File: config.mk
export PLATFORM = sky130hd
export DESIGN_NAME = fetch_unit_flat
export DESIGN_NICKNAME = d
export VERILOG_FILES = /design/src/rtl/fetch_unit_if.sv /design/src/rtl/fetch_unit.sv /design/src/flat_wrapper.sv
export SDC_FILE = /design/constraint.sdc
export NUM_CORES = 1
export LEC_CHECK = 0
export ABC_AREA = 0
export BUFFER_PORTS_ARGS = -buffer_cell sky130_fd_sc_hd__buf_2
export CORE_ASPECT_RATIO = 1.1
export CORE_UTILIZATION = 50
export DETAILED_ROUTE_END_ITERATION = 16
export MAX_ROUTING_LAYER = met4
export PLACE_DENSITY = 0.82
export SLEW_MARGIN = 20
export SYNTH_ARGS = -nofsm -noshare
export SYNTH_HDL_FRONTEND = slang
export SYNTH_SLANG_ARGS = --single-unit
File: constraint.sdc
create_clock -name clk -period 4.3 [get_ports clk]
set_input_delay 0.43 -clock clk [delete_from_list [all_inputs] [get_ports clk]]
set_output_delay 0.43 -clock clk [all_outputs]
set_load 0.02 [all_outputs]
File: src/rtl/fetch_unit_if.sv
// Bus bundle for the fetch stage: instruction-memory request/response,
// redirect input and the decode-side handshake.
interface fetch_unit_if;
    logic        imem_req_valid;
    logic        imem_req_ready;
    logic [31:0] imem_req_addr;
    logic        imem_rsp_valid;
    logic [31:0] imem_rsp_data;
    logic        redirect_valid;
    logic [31:0] redirect_pc;
    logic        id_valid;
    logic        id_ready;
    logic [31:0] id_inst;
    logic [31:0] id_pc;

    modport master (
        output imem_req_valid, imem_req_addr, id_valid, id_inst, id_pc,
        input  imem_req_ready, imem_rsp_valid, imem_rsp_data,
               redirect_valid, redirect_pc, id_ready
    );

    modport slave (
        input  imem_req_valid, imem_req_addr, id_valid, id_inst, id_pc,
        output imem_req_ready, imem_rsp_valid, imem_rsp_data,
               redirect_valid, redirect_pc, id_ready
    );
endinterface

File: src/rtl/fetch_unit.sv
// Instruction fetch: PC register, credit-limited memory requests, in-order
// response FIFO toward decode, and redirect flush with response killing.
module fetch_unit #(
    parameter logic [31:0] RESET_PC = 32'h0000_0000,
    parameter int          DEPTH    = 2
) (
    input logic          clk,
    input logic          rst,
    fetch_unit_if.master bus
);
    localparam int          AW  = (DEPTH > 1) ? $clog2(DEPTH) : 1;
    localparam int          CW  = $clog2(DEPTH + 1);
    localparam logic [31:0] NOP = 32'h0000_0013;

    typedef enum logic {FETCH, DRAIN} state_t;

    state_t        r_state, w_stateNext;
    logic [31:0]   r_pc;
    logic [CW-1:0] r_inflight, r_count, r_kill;
    logic          r_boot;
    logic [31:0]   r_fifoInst [DEPTH];
    logic [31:0]   r_fifoPc   [DEPTH];
    logic [31:0]   r_pcq      [DEPTH];
    logic [AW-1:0] r_fifoHead, r_fifoTail, r_pcqHead, r_pcqTail;

    logic [CW:0]   w_credit;
    logic          w_reqFire, w_rsp, w_pop, w_push, w_drop, w_headValid;
    logic [CW-1:0] w_inflightNext, w_killNext;

    function automatic logic [AW-1:0] nextPtr(input logic [AW-1:0] p);
        return (p == AW'(DEPTH - 1)) ? '0 : p + AW'(1);
    endfunction

    // Credit covers both in-flight and buffered fetches so a response always has a FIFO slot.
    assign w_credit           = {1'b0, r_inflight} + {1'b0, r_count};
    assign bus.imem_req_valid = !rst && !r_boot && !bus.redirect_valid &&
                                (w_credit < (CW+1)'(DEPTH));
    assign bus.imem_req_addr  = r_pc;
    assign w_reqFire          = bus.imem_req_valid && bus.imem_req_ready;
    assign w_rsp              = bus.imem_rsp_valid && !rst;

    assign w_headValid  = (r_count != '0);
    assign bus.id_valid = !rst && w_headValid;
    assign bus.id_inst  = bus.id_valid ? r_fifoInst[r_fifoHead] : NOP;
    assign bus.id_pc    = bus.id_valid ? r_fifoPc[r_fifoHead]   : 32'h0;
    assign w_pop        = bus.id_valid && bus.id_ready;

    always_comb begin
        w_inflightNext = r_inflight + CW'(w_reqFire) - CW'(w_rsp);
        w_drop         = w_rsp && ((r_state == DRAIN) || bus.redirect_valid);
        w_push         = w_rsp && !w_drop;
        w_killNext     = r_kill;
        w_stateNext    = r_state;
        // A redirect re-arms the kill count from whatever is still outstanding after this cycle.
        if (bus.redirect_valid) begin
            w_killNext  = w_inflightNext;
            w_stateNext = (w_inflightNext != '0) ? DRAIN : FETCH;
        end else begin
            case (r_state)
                FETCH: w_stateNext = FETCH;
                DRAIN: begin
                    if (w_rsp) begin
                        w_killNext = r_kill - CW'(1);
                        if (r_kill == CW'(1)) begin
                            w_stateNext = FETCH;
                        end
                    end
                end
                default: w_stateNext = FETCH;
            endcase
        end
    end

    always_ff @(posedge clk) begin
        if (rst) begin
            r_state <= FETCH;
            r_kill  <= '0;
        end else begin
            r_state <= w_stateNext;
            r_kill  <= w_killNext;
        end
    end

    always_ff @(posedge clk) begin
        if (rst) begin
            r_pc       <= RESET_PC;
            r_inflight <= '0;
            r_count    <= '0;
            r_boot     <= 1'b1;
            r_fifoHead <= '0;
            r_fifoTail <= '0;
            r_pcqHead  <= '0;
            r_pcqTail  <= '0;
        end else begin
            r_boot     <= 1'b0;
            r_inflight <= w_inflightNext;
            if (bus.redirect_valid) begin
                r_pc <= bus.redirect_pc & 32'hFFFF_FFFC;
            end else if (w_reqFire) begin
                r_pc <= r_pc + 32'd4;
            end
            if (w_reqFire) begin
                r_pcqTail <= nextPtr(r_pcqTail);
            end
            // Killed responses still retire their PC queue entry to keep it aligned.
            if (w_rsp) begin
                r_pcqHead <= nextPtr(r_pcqHead);
            end
            if (bus.redirect_valid) begin
                r_fifoHead <= '0;
                r_fifoTail <= '0;
                r_count    <= '0;
            end else begin
                if (w_push) begin
                    r_fifoTail <= nextPtr(r_fifoTail);
                end
                if (w_pop) begin
                    r_fifoHead <= nextPtr(r_fifoHead);
                end
                r_count <= r_count + CW'(w_push) - CW'(w_pop);
            end
        end
    end

    always_ff @(posedge clk) begin
        if (!rst) begin
            if (w_reqFire) begin
                r_pcq[r_pcqTail] <= r_pc;
            end
            if (w_push) begin
                r_fifoInst[r_fifoTail] <= bus.imem_rsp_data;
                r_fifoPc[r_fifoTail]   <= r_pcq[r_pcqHead];
            end
        end
    end
endmodule

File: src/flat_wrapper.sv
// flat-port wrapper written by rule: the top's interface ports become plain ports
module fetch_unit_flat 
#(
    parameter logic [31:0] RESET_PC = 32'h0000_0000,
    parameter int          DEPTH    = 2
)
  (clk, rst, bus_imem_req_valid, bus_imem_req_addr, bus_id_valid, bus_id_inst, bus_id_pc, bus_imem_req_ready, bus_imem_rsp_valid, bus_imem_rsp_data, bus_redirect_valid, bus_redirect_pc, bus_id_ready);
  fetch_unit_if bus_i ();
  input logic clk;
  input logic rst;
  output wire logic [$bits(bus_i.imem_req_valid)-1:0] bus_imem_req_valid;
  output wire logic [$bits(bus_i.imem_req_addr)-1:0] bus_imem_req_addr;
  output wire logic [$bits(bus_i.id_valid)-1:0] bus_id_valid;
  output wire logic [$bits(bus_i.id_inst)-1:0] bus_id_inst;
  output wire logic [$bits(bus_i.id_pc)-1:0] bus_id_pc;
  input wire logic [$bits(bus_i.imem_req_ready)-1:0] bus_imem_req_ready;
  input wire logic [$bits(bus_i.imem_rsp_valid)-1:0] bus_imem_rsp_valid;
  input wire logic [$bits(bus_i.imem_rsp_data)-1:0] bus_imem_rsp_data;
  input wire logic [$bits(bus_i.redirect_valid)-1:0] bus_redirect_valid;
  input wire logic [$bits(bus_i.redirect_pc)-1:0] bus_redirect_pc;
  input wire logic [$bits(bus_i.id_ready)-1:0] bus_id_ready;
  assign bus_imem_req_valid = bus_i.imem_req_valid;
  assign bus_imem_req_addr = bus_i.imem_req_addr;
  assign bus_id_valid = bus_i.id_valid;
  assign bus_id_inst = bus_i.id_inst;
  assign bus_id_pc = bus_i.id_pc;
  assign bus_i.imem_req_ready = bus_imem_req_ready;
  assign bus_i.imem_rsp_valid = bus_imem_rsp_valid;
  assign bus_i.imem_rsp_data = bus_imem_rsp_data;
  assign bus_i.redirect_valid = bus_redirect_valid;
  assign bus_i.redirect_pc = bus_redirect_pc;
  assign bus_i.id_ready = bus_id_ready;
  fetch_unit #(.RESET_PC(RESET_PC), .DEPTH(DEPTH)) u_core (.clk(clk), .rst(rst), .bus(bus_i));
endmodule
* Word-level counts from Yosys, hierarchy flattened
Memory sizes are Yosys's and may differ from the RTL's. A register that Yosys moved wholly into a read port is not among the register bits.
Cells that the tools add are included.
** Word-level totals
- Flip-flop bits (word level) :: 44
- Bits in writable memories :: 192
- Output and inout port bits :: 98
- Word-level logic and storage cells :: 78
- Memories kept :: 3
** Memory list
- u_core.r_fifoInst :: words 2, width 32, read ports 1, clocked after Yosys merged registers in 1, write ports 1, line fetch_unit.sv:21 : logic [31:0] r_fifoInst [DEPTH];
- u_core.r_fifoPc :: words 2, width 32, read ports 1, clocked after Yosys merged registers in 1, write ports 1, line fetch_unit.sv:22 : logic [31:0] r_fifoPc [DEPTH];
- u_core.r_pcq :: words 2, width 32, read ports 1, clocked after Yosys merged registers in 1, write ports 1, line fetch_unit.sv:23 : logic [31:0] r_pcq [DEPTH];
** Cells by class
- Add/sub/neg operators :: 11
- Magnitude comparators :: 1
- Equality and inequality tests :: 1
- Multiplexer cells :: 29
- Bitwise gates (word level) :: 1
- Reduce and logical (&&, ||, !) cells :: 21
** Operators by type and width (number)
- 2-to-1 mux 32 bit :: 4
- adder 32 x 3 -> 32 bit, second input constant :: 1
- 2-to-1 mux 1 bit :: 21
- nonzero test 2 bit :: 5
- logical AND 1 bit :: 9
- 2-to-1 mux 2 bit :: 3
- adder 1 bit, second input constant :: 4
- adder 2 x 1 -> 2 bit :: 2
- logical NOT 1 bit :: 4
- subtractor 2 x 1 -> 2 bit :: 2
- adder 2 x 2 -> 3 bit :: 1
- less-than comparator 3 x 2 -> 1 bit, second input constant :: 1
- == test 2 x 1 -> 1 bit, second input constant :: 1
- case mux 1 bit (2 select lines) :: 1
- AND reduction 2 bit :: 1
- OR reduction 2 bit :: 1
- subtractor 2 x 1 -> 2 bit, second input constant :: 1
- logical OR 1 bit :: 1
- NOT 1 bit :: 1

* Depth between registers and ports, before layout
- Word-level depth :: 10
- Depth in mapped cells :: 11
- Mapped depth without buffers :: 10

* Least setup slack after synthesis
No wires, ideal clock.
- Kind :: input to register
- Start :: input bus_redirect_valid
- End :: memory u_core.r_fifoInst[0][0], enable pin
- Setup time :: 490 ps
- Data arrival time :: 3995 ps
- Required time :: 3810 ps
- Slack :: -185 ps
- Cell stages on the path :: 5
- Path buffers :: 1
- Path through :: clkbuf_1 inv_1 nand2_1 nor3b_1 nor2b_1
** On the way
- Word-level cells in the longest chain between the ends :: 7
** Ends and longest elaborated chain
- start: declaration :: line flat_wrapper.sv:19 : input wire logic [$bits(bus_i.redirect_valid)-1:0] bus_redirect_valid;
- logical OR 1 bit :: line fetch_unit.sv:50 : w_drop = w_rsp && ((r_state == DRAIN) || bus.redirect_valid);
- logical AND 1 bit :: line fetch_unit.sv:50
- logical NOT 1 bit :: line fetch_unit.sv:51 : w_push = w_rsp && !w_drop;
- logical AND 1 bit :: line fetch_unit.sv:51
- via u_core.w_push :: line fetch_unit.sv:27 : logic w_reqFire, w_rsp, w_pop, w_push, w_drop, w_headValid;
- 2-to-1 mux 1 bit :: line fetch_unit.sv:130 : if (w_push) begin
- 2-to-1 mux 1 bit :: line fetch_unit.sv:126 : if (!rst) begin
- 2-to-1 mux 1 bit (not written as such) :: line fetch_unit.sv:131 : r_fifoInst[r_fifoTail] <= bus.imem_rsp_data;
- end: declaration :: line fetch_unit.sv:21
The timed path passes the listed nets, and every way through them passes these cells.

* Worst setup path in the final report
- Start :: register u_core.r_count[0]
- End :: register u_core.r_kill[1]
** On the way
- Word-level cells in the longest chain between the ends :: 7
** Ends and longest elaborated chain
- start: declaration :: line fetch_unit.sv:19 : logic [CW-1:0] r_inflight, r_count, r_kill;
- start signal: assignment :: line fetch_unit.sv:120 : r_count <= r_count + CW'(w_push) - CW'(w_pop);
- adder 2 x 2 -> 3 bit :: line fetch_unit.sv:35 : assign w_credit = {1'b0, r_inflight} + {1'b0, r_count};
- less-than comparator 3 x 2 -> 1 bit :: line fetch_unit.sv:37 : (w_credit < (CW+1)'(DEPTH));
- logical AND 1 bit :: line fetch_unit.sv:36 : assign bus.imem_req_valid = !rst && !r_boot && !bus.redirect_valid &&
- logical AND 1 bit :: line fetch_unit.sv:39 : assign w_reqFire = bus.imem_req_valid && bus.imem_req_ready;
- adder 2 x 1 -> 2 bit :: line fetch_unit.sv:49 : w_inflightNext = r_inflight + CW'(w_reqFire) - CW'(w_rsp);
- subtractor 2 x 1 -> 2 bit :: line fetch_unit.sv:49
- 2-to-1 mux 2 bit :: line fetch_unit.sv:55 : if (bus.redirect_valid) begin
- end signal: assignment :: line fetch_unit.sv:80 : r_kill <= w_killNext;
- end: declaration :: line fetch_unit.sv:19
No other way between the ends.
A chain may end at the register's enable or synchronous reset.

==> impl.org <==
** Run status
- The flow ran to the end, and the final reports show no timing, DRC or antenna violations.

** Timing
- Endpoints failing hold :: 0
- Setup violations remaining at the end of the flow were counted as 0.
- RSZ-0062 raised after global routing :: no
- Period minus WS final :: 3.12 ns
- The worst pin sits at a relative slew slack of 24.5%.
- The final critical path takes up 72.5% of the cycle.
- Measured slew at the worst slew-check pin :: 1.13 ns
- Highest Clock Rate :: 321 MHz
- Setup skew after layout :: 0.00828 ns
- The final count of pins violating max slew is 0.
- Aggregate negative setup slack :: 0 ns
- Hold timing on the final database bottoms out at a slack of 0.120 ns.

** Synthesis
- After synthesis, the mean cell area works out to 13.8 sq um.
- Fraction of synthesized cell area in xor and xnor cells :: 1.51%
- After Yosys synthesis, full adders, half adders and majority gates account for 1.03% of the synthesized area.
- Mux contribution to synthesized area :: 10.8%
- The number of different library cells used by synthesis comes to 50.
- The cell count after synthesis came out at 670.
- Summing the areas of all compound-gate instances in the mapped netlist gives 5.06% of the synthesized area.
- Sequential-to-total area share from yosys stat :: 69.1%
- After synthesis, the largest family of logic cells by area is multiplexers.
- After Yosys synthesis, and, or, nand and nor cells account for 10.3% of the synthesized area.
- Post-synthesis instance area :: 9270 sq um
- Synth Register Bits :: 228
- Number of warnings printed during yosys synthesis :: 0

** GRT
- Number of global-route vias before repair :: 5,633
- Initial antenna violation count :: 0
- Global routing consumed, on the met2 layer, 32.9% of the routing resources.
- Global-route wire length before repair :: 29,200 microns
- Met1 capacity usage during global routing :: 25.7%
- Pin count of the biggest net entering global routing :: 63
- For this run the aggregate overflow at the end of global routing stands at 0.
- Global routing consumed, over all layers together, 20.2% of the routing resources.
- Met3 usage in global routing :: 2.86%
- Layer with the highest usage :: met2

** Hold path
- In this run the worst hold path is classified as input port to register.

** Clocking
- Clock root buffer :: sky130_fd_sc_hd__clkbuf_16
- Number of gates resized after CTS :: 0
- In this run, post-CTS hold repair placed 0 buffers.
- Once the clock tree was built, the setup fixing pass inserted 0 buffers.
- CTS Buf Count :: 22
- The clock drives 228 sinks.
- Maximum clock path buffer count :: 3
- Number of H-tree branching levels :: 1
- For the worst-skew pair, the clock arrives at the later sink with an insertion delay of 0.50 ns.
- TritonCTS built the clock tree.
- Clock slew at the register clock pins of the worst setup and hold paths :: 0.06 ns

** Route
- Drt via density :: 5.43
- Routed wirelength normalized by instance count :: 17.2 microns
- Total via count in the routed design :: 5,885
- Remaining DRCs :: 0
- In this run the remaining antenna-violating nets after routing total 0.
- Initial drt markers :: 410
- Pre-antenna DRT Iters :: 5
- Wire length reported by the detailed router :: 18,700 microns

** Worst setup path
- The most critical setup path has its startpoint at u_core.r_count[0].
- Data required, critical path :: 4.71 ns
- Critical register-to-register path startpoint :: u_core.r_count[0]
- RR Endpoint :: u_core.r_kill[1]
- The setup path with the least slack is of type register to register.
- FF-to-FF path depth :: 11
- Worst path arrival time :: 3.53 ns
- The most critical setup path has its endpoint at u_core.r_kill[1].
- CP Launch Type :: register
- Of all nets on the critical path, the largest fanout is 38.
- Setup slack on the worst reg-to-reg path comes out at 1.18 ns.
- CP Capture Type :: register

** Job
- Across the run, the number of max-cap violations was 0.

** Floorplanning
- The floorplan has 51 rows.
- Width of the die :: 132 microns
- Number of top-level pins :: 168
- Die Ht :: 145 microns
- The die covers 19,100 sq um.
- The initial utilization of the core area, before any placement, comes to 51.7%.
- Core Region :: 17,900 sq um

** Finish
- Fillers :: 1,334
- Share of the core filled with cells in the final layout :: 61.6%
- Once layout is complete, the cells apart from fillers number 1,084.
- After the last flow step, the layout net total stands at 907.
- Compared with the post-synthesis result, the final layout area differs by 19.1%.
- Antenna diode count :: 0
- In the final layout, the share of cells above drive strength 1 is 29.0%.

** Power
- In this run, the combinational gates consume 5.8% of the power.
- Relative contribution of the clock network to total power :: 40.1%
- VDD sags by at most 0.261 mV.
- The internal power of the cells totals 3640 uW.
- Leakage power of the design :: 0.00407 uW
- Power spread over the standard cell area amounts to 417 nW/um^2.
- Power dissipated by switching net loads :: 961 uW
- Net switching is 20.9% of the power.
- Share of power burned in registers :: 54.1%

** Placed design
- At the end of routability-driven placement, the weighted congestion stood at 0.890.
- Including well taps, the total number of placed cells is 1,044.
- In this run the tool buffered the top-level ports with 161 buffer cells.
- Detailed placement ended at an HPWL of 12,200 microns.
==> cell usage after synthesis (all sizes together) <==
cell	n	area [sq um]
a21oi	22	110
a311o	1	10.0
clkbuf	23	86.3
or3	1	6.26
nor3	6	35.0
nor2	87	327
a31oi	16	100
conb	1	3.75
buf	14	67.6
and2	14	87.6
nor2b	3	18.8
a32oi	2	17.5
or2	1	6.26
mux2	32	360
nor4	8	56.3
ha	6	75.1
o22ai	7	43.8
a221oi	2	17.5
and3	12	76.3
o21ai	12	60.1
xnor2	9	78.8
xor2	7	61.3
nand2	31	116
a311oi	1	8.76
o211ai	2	15.0
inv	13	48.8
a22oi	1	7.51
mux2i	64	641
nand3	12	60.1
edfxtp	184	5530
nor3b	2	20.0
or4	3	26.3
a2111oi	1	8.76
and4	3	27.5
dfxtp	44	881
a21o	1	8.76
a211oi	7	52.6
nand4	13	87.6
o31a	1	8.76
fa	1	20.0
==> how the worst min path moves through the flow <==
stage / cells past startpoint / to / slack (ns) / from
final: 1 / u_core.r_fifoInst[1][5] / 0.12 / bus_imem_rsp_data[5]
after global routing: 1 / u_core.r_fifoInst[0][5] / 0.10 / bus_imem_rsp_data[5]
after CTS: 1 / u_core.r_fifoInst[1][5] / 0.10 / bus_imem_rsp_data[5]
after detailed placement: 1 / u_core.r_pcqTail / 0.51 / u_core.r_pcqTail
after global placement: 2 / register / 0.49 / u_core.r_fifoHead
after floorplan: 0 / u_core.r_boot / 0.46 / rst
==> state kept, by name, indices dropped and copies added (netlist names), 2 cells and up, named ones only <==
name,cells
u_core.bus.imem_req_addr,30
u_core.r_count,2
u_core.r_fifoInst,64
u_core.r_fifoPc,60
u_core.r_inflight,2
u_core.r_kill,2
u_core.r_pcq,60
==> worst max-delay path, stage by stage (launching register included) <==
cell and delay, ns:
sky130_fd_sc_hd__dfxtp_1 0.37, sky130_fd_sc_hd__inv_1 0.09, sky130_fd_sc_hd__nor2_1 0.12, sky130_fd_sc_hd__fa_1 0.44
sky130_fd_sc_hd__nor3_2 0.33, sky130_fd_sc_hd__nand2_1 0.10, sky130_fd_sc_hd__buf_4 0.27, sky130_fd_sc_hd__inv_1 0.46
sky130_fd_sc_hd__ha_1 0.27, sky130_fd_sc_hd__xor2_1 0.19, sky130_fd_sc_hd__xnor2_1 0.13, sky130_fd_sc_hd__a211oi_1 0.26
==> layout by cell type (no fill, tap or decap), drive strengths merged, types with 8 or more instances in the layout <==
cell type / synthesis / final
nor4: 8 / 8
nand4: 13 / 13
a31oi: 16 / 16
and3: 12 / 12
nand2: 31 / 31
buf: 14 / 170
edfxtp: 184 / 184
o21ai: 12 / 12
nor2: 87 / 87
inv: 13 / 13
a21oi: 22 / 22
xnor2: 9 / 9
clkbuf: 23 / 38
nand3: 12 / 12
mux2: 32 / 32
mux2i: 64 / 64
dfxtp: 44 / 44
and2: 14 / 14
==> power by group through the flow <==
stage	logic, uW	clock network, uW	registers, uW
floorplan	150	0	2540
global placement	257	0	2530
detailed placement	265	0	2540
CTS	268	1880	2490
global route	290	1950	2500
finish	266	1840	2490
==> final cells by class <==
cell class                      instances  area [sq um]  area share (%)
Clock buffer                           38           693            6.28
Clock inverter                          2          12.5           0.113
Inverter                               13          48.8           0.442
Multi-Input combinational cell        395          2690            24.4
Sequential cell                       228          6410            58.1
Tap cell                              238           298            2.70
Timing Repair Buffer                  170           886            8.02
==> per-layer routing <==
layer	up-vias	routed length, microns	part of all wire (%)
li1	2812	-	-
met3	45	1310	7.0
met2	258	8950	48
met5	-	0	0
met4	0	550	2.9
met1	2770	7860	42
==> logic make-up after synthesis <==
logic type,Yosys count
mux,96
fa+ha+maj,7
flops,228
buf+inv,50
xor+xnor,16
other cells,1
simple gates,196
compound gates,76
==> per-stage QoR <==
| step | power [uW] | cell area [sq um] | worst slack [ns] |
|---|---|---|---|
| after floorplan | 2690 | 9280 | 0.733 |
| after global placement | 2790 | 10300 | 1.27 |
| after detailed placement | 2800 | 10300 | 1.24 |
| after CTS | 4630 | 11000 | 1.20 |
| after global routing | 4740 | 11000 | 0.991 |
| final | 4600 | 11000 | 1.18 |
Power figures use the tool's default switching activity.
